--- src/rtl/seq101_pkg.sv ---
// Shared types and constants for the 101-sync serial link transmitter.
// Holds the FSM state encoding, the sync preamble and a frame-length helper.
package seq101_pkg;

  typedef enum logic [2:0] {
    IDLE,
    PRE_A,
    PRE_B,
    PRE_C,
    DATA,
    PAR,
    GAP
  } state_t;

  localparam logic [2:0] SYNC_PATTERN = 3'b101;
  localparam int         SYNC_LEN     = 3;

  // Cycles from the first preamble bit to the last gap bit, inclusive.
  function automatic int frame_len(input int data_w, input int gap_len, input bit parity_en);
    return SYNC_LEN + data_w + (parity_en ? 1 : 0) + gap_len;
  endfunction

endpackage

--- src/rtl/seq101_piso.sv ---
// Parallel-in/serial-out shift register, MSB first; load has priority over shift.
// One-cycle latency from load to MSB visible; no flow control of its own.
module seq101_piso #(
  parameter int DATA_W = 8
) (
  input  logic              clk,
  input  logic              rst,
  input  logic              load,
  input  logic              shift,
  input  logic [DATA_W-1:0] din,
  output logic              msb
);

  logic [DATA_W-1:0] sr;

  always_ff @(posedge clk) begin
    if (rst) begin
      sr <= '0;
    end else if (load) begin
      sr <= din;
    end else if (shift) begin
      sr <= sr << 1;
    end
  end

  assign msb = sr[DATA_W-1];

endmodule

--- src/rtl/seq101_frame_tx.sv ---
// 101-sync frame transmitter: preamble, DATA_W payload bits MSB first, GAP_LEN zeros; all outputs registered.
// Line follows accept by one cycle; in_ready only in IDLE, so one frame per L+1 cycles. SEQ101_TX_PARITY_EN adds an even-parity bit.
module seq101_frame_tx
  import seq101_pkg::*;
#(
  parameter int DATA_W  = 8,
  parameter int GAP_LEN = 2
) (
  input  logic              clk,
  input  logic              rst,
  input  logic              in_valid,
  input  logic [DATA_W-1:0] in_data,
  output logic              in_ready,
  output logic              data_out,
  output logic              busy,
  output logic              frame_done
);

  localparam int MAX_LEN = (DATA_W > GAP_LEN) ? DATA_W : GAP_LEN;
  localparam int CNT_W   = $clog2(MAX_LEN + 1);

  localparam logic [CNT_W-1:0] CNT_ONE   = CNT_W'(1);
  localparam logic [CNT_W-1:0] DATA_LOAD = CNT_W'(DATA_W - 1);
  localparam logic [CNT_W-1:0] GAP_LOAD  = CNT_W'(GAP_LEN - 1);

  state_t           state_q, state_d;
  logic [CNT_W-1:0] cnt_q, cnt_d;
  logic             accept;
  logic             shift;
  logic             msb;
  logic             data_out_d;
  logic             busy_d;
  logic             frame_done_d;

  assign in_ready = (state_q == IDLE) && !rst;
  assign accept   = in_valid && in_ready;
  // Shifting on entry to each DATA cycle keeps the MSB one bit ahead of the line flop.
  assign shift    = (state_d == DATA);

  seq101_piso #(
    .DATA_W(DATA_W)
  ) u_piso (
    .clk  (clk),
    .rst  (rst),
    .load (accept),
    .shift(shift),
    .din  (in_data),
    .msb  (msb)
  );

`ifdef SEQ101_TX_PARITY_EN
  logic par_q;

  always_ff @(posedge clk) begin
    if (rst) begin
      par_q <= 1'b0;
    end else if (accept) begin
      par_q <= ^in_data;
    end
  end
`endif

  always_comb begin
    state_d = state_q;
    cnt_d   = cnt_q;
    case (state_q)
      IDLE:  if (accept) state_d = PRE_A;
      PRE_A: state_d = PRE_B;
      PRE_B: state_d = PRE_C;
      PRE_C: begin
        state_d = DATA;
        cnt_d   = DATA_LOAD;
      end
      DATA: begin
        if (cnt_q == '0) begin
`ifdef SEQ101_TX_PARITY_EN
          state_d = PAR;
`else
          state_d = GAP;
          cnt_d   = GAP_LOAD;
`endif
        end else begin
          cnt_d = cnt_q - CNT_ONE;
        end
      end
`ifdef SEQ101_TX_PARITY_EN
      PAR: begin
        state_d = GAP;
        cnt_d   = GAP_LOAD;
      end
`endif
      GAP: begin
        if (cnt_q == '0) begin
          state_d = IDLE;
        end else begin
          cnt_d = cnt_q - CNT_ONE;
        end
      end
      default: state_d = IDLE;
    endcase
  end

  // Output flops are loaded with the bit belonging to the state being entered.
  always_comb begin
    data_out_d = 1'b0;
    case (state_d)
      PRE_A: data_out_d = SYNC_PATTERN[2];
      PRE_B: data_out_d = SYNC_PATTERN[1];
      PRE_C: data_out_d = SYNC_PATTERN[0];
      DATA:  data_out_d = msb;
`ifdef SEQ101_TX_PARITY_EN
      PAR:   data_out_d = par_q;
`endif
      default: data_out_d = 1'b0;
    endcase
    busy_d       = (state_d != IDLE);
    frame_done_d = (state_d == GAP) && (cnt_d == '0);
  end

  always_ff @(posedge clk) begin
    if (rst) begin
      state_q    <= IDLE;
      cnt_q      <= '0;
      data_out   <= 1'b0;
      busy       <= 1'b0;
      frame_done <= 1'b0;
    end else begin
      state_q    <= state_d;
      cnt_q      <= cnt_d;
      data_out   <= data_out_d;
      busy       <= busy_d;
      frame_done <= frame_done_d;
    end
  end

endmodule

--- config.mk ---
export PLATFORM = sky130hd
export DESIGN_NAME = seq101_frame_tx
export DESIGN_NICKNAME = d
export VERILOG_FILES = /design/src/rtl/seq101_pkg.sv /design/src/rtl/seq101_piso.sv /design/src/rtl/seq101_frame_tx.sv
export SDC_FILE = /design/constraint.sdc
export NUM_CORES = 1
export LEC_CHECK = 0
export BUFFER_PORTS_ARGS = -buffer_cell sky130_fd_sc_hd__buf_2
export CAP_MARGIN = 20
export CORE_MARGIN = 3
export CORE_UTILIZATION = 55
export DETAILED_ROUTE_END_ITERATION = 8
export PLACE_DENSITY = 0.78
export REMOVE_ABC_BUFFERS = 1
export SETUP_SLACK_MARGIN = 0.5
export SLEW_MARGIN = 10
export SYNTH_ARGS = -nofsm -noshare
export SYNTH_HDL_FRONTEND = slang
export SYNTH_SLANG_ARGS = --single-unit
--- constraint.sdc ---
create_clock -name clk -period 4.6 [get_ports clk]
set_input_delay 0.46 -clock clk [delete_from_list [all_inputs] [get_ports clk]]
set_output_delay 0.46 -clock clk [all_outputs]
set_load 0.01 [all_outputs]
==> flow_summary.ini <==
[status]
outcome = complete, no violations

[cells_and_area]
fin_util_pct = 64.9
n_antenna_cell = 0
final_net_count = 127
layout_commonest_cell = dfxtp_1
synthToLayoutAreaGrowth_pct = 9.30
layout_common_cells = dfxtp_1, buf_2, nor2_1
drive_gt1_share_pct = 19.6

[placed_design]
hpwl_um = 1240
gp_congestion = 0.812
post-place-ws_ps = 2350
portBuffers = 14

[synthesis]
yosys.area_share.simple_pct = 20.2
synthCells = 101
synth_top_area_share_pct = 39.4
synth_edf_count = 0
synth_area_sq_um = 915
synth_fa_ha_area_share_pct = 2.74
synthTopCellsByArea = dfxtp_1, mux2i_1, a211oi_1
async_reset_ff_share_pct = 0
yosys_most_used_dff = dfxtp_1
synth_warnings = 0
synth_mux_area_share_pct = 8.76
synth_area_per_cell_sq_um = 9.06
yosys_register_bits = 18
seq_area_frac_synth_pct = 39.4
synth-compound-area-share_pct = 21.9
synth_top_family_by_area = compound AO/OA/AOI/OAI gates
synth-xor-area-share_pct = 1.92
synth.distinct_cells = 33
synth_top_area_cell = dfxtp_1

[critical_path]
cpPeakStageDelay_ps = 390
end_kind = flip-flop
slowest_stage = nor3b_4
cp.buffers_inverters = 2
cp_top_family = simple AND/OR/NAND/NOR gates
cp_max_fo = 6
worstPathRequired_ps = 4800
path_class = reg2reg
start_kind = flip-flop
worstPathArrival_ps = 2470
cp_cell_sequence = inv_1, ha_1, nor3b_4, inv_1, ha_1, and2_1, o21ai_0, nand4_1, nor4_1

[clock_network]
cts_tree = yes
cts_sinks = 18
htree_levels = 1
clk_pin_slew_ps = 90
max-clock-path-buffers = 2
post_cts_resized = 0
cts-buffers-inserted = 3
hold_buffers = 0
cts_setup_buffers = 0
clock_latency_ps = 280
clockRootBuffer = clkbuf_4

[global_routing]
grt_pass1_wl_um = 3010
grt_pass1_vias = 703
grt-ovfl-total = 0
grtUsageTotal_pct = 19.1
met3_usage_pct = 6.90
busiest_layer = met2
grt_max_degree = 20
met2_usage_pct = 29.3
grtUsageMet1_pct = 26.2
grt_antenna_before_repair = 0

[timing]
fin_crit_sh_pct = 49.5
rsz0062_at_grt = false
period_minus_slack_ps = 2280
report.final.slew_viol_count = 0
finalClockSkew_ps = 1.55
max_slew_margin_pct = 61.8
setup_slack_ps = 2320
setup_tns_ps = 0
hold_viol = 0
finalSetupViolCount = 0
hold-worst-slack_ps = 444
worstMarginPinSlew_ps = 572
max_freq_mhz = 440

[drt]
wl_per_cell_um = 13.8
via_per_inst = 6.10
wl_um = 1770
drtIter0Drc = 9
drc = 0
drtPass1Iterations = 4
num_vias = 781
antenna_left = 0

[floorplanning]
ios = 15
start_util_pct = 59.3
die_y_um = 46.8
fp.dieW_um = 46.8
die_area_sq_um = 2190
rows = 14
core_area_sq_um = 1540

[power_and_ir_drop]
power_leakage_uw = 0.000399
ir_worst_vdd_mv = 0.229
p_per_area_nw_per_um2 = 400

[job]
drv_cap = 0

[worst_hold_path]
hold_path.class = in2reg
==> registers in the layout, summed over array words and instances (netlist names) <==
signal and flops:
busy 1, state_q 3, data_out 1, frame_done 1, cnt_q 4, u_piso.sr 8
==> layout make-up <==
| class | count | area, sq um |
|---|---|---|
| clock buffer | 3 | 22.5 |
| fill | 143 | 542 |
| inverter | 5 | 18.8 |
| multi-input combinational | 72 | 508 |
| sequential | 18 | 360 |
| tap | 16 | 20.0 |
| timing repair buffer | 14 | 70.1 |
==> report_power, final <==
part / switching [uW] / internal, uW / total, uW / leakage (uW)
Combinational: 62.0 / 60.7 / 123 / 0.000238
Sequential: 27.2 / 176 / 203 / 0.000147
Clock: 43.8 / 30.4 / 74.2 / 0.0000138
Total: 133 / 267 / 400 / 0.000399
==> path summary, 6_finish.rpt <==
check	start	to	slack, ps	cells past startpoint
worst max-delay path	cnt_q[0]	frame_done	2320	9
worst min-delay path	in_data[7]	u_piso.sr[7]	440	3
worst max register to register	cnt_q[0]	frame_done	2320	9
worst min register to register	u_piso.sr[7]	data_out	470	2
==> synthesized netlist by cell type (2+ instances only) <==
cell type and n:
a211oi_1 7, a21oi_1 7, buf_2 4, dfxtp_1 18, ha_1 2, inv_1 5, mux2i_1 8, nand2_1 4
nor2_1 13, nor2b_1 5, nor4_1 2, o211ai_1 2, o21ai_0 3, xnor2_1 2
==> layer usage <==
layer	wire, um	vias up
met5	0	-
met4	0	0
met3	107	0
met2	866	21
met1	794	372
li1	-	388
==> cells by family (layout without fill, tap and decap cells) <==
group	Yosys count	after routing
buf+inv	11	22
simple gates	33	33
flops	18	18
fa+ha+maj	2	2
compound gates	27	27
xor+xnor	2	2
mux	8	8
==> metrics by stage <==
step	instances	area, sq um	power, uW
floorplan	95	887	295
global placement	125	977	323
detailed placement	125	977	328
CTS	128	1000	402
global route	128	1000	429
finish	128	1000	400
==> tightest hold or removal path, stage by stage <==
cell	delay, ps
buf_2	90
nor2_1	90
a211oi_1	50
Note: power is estimated with default switching activity, not from simulation.
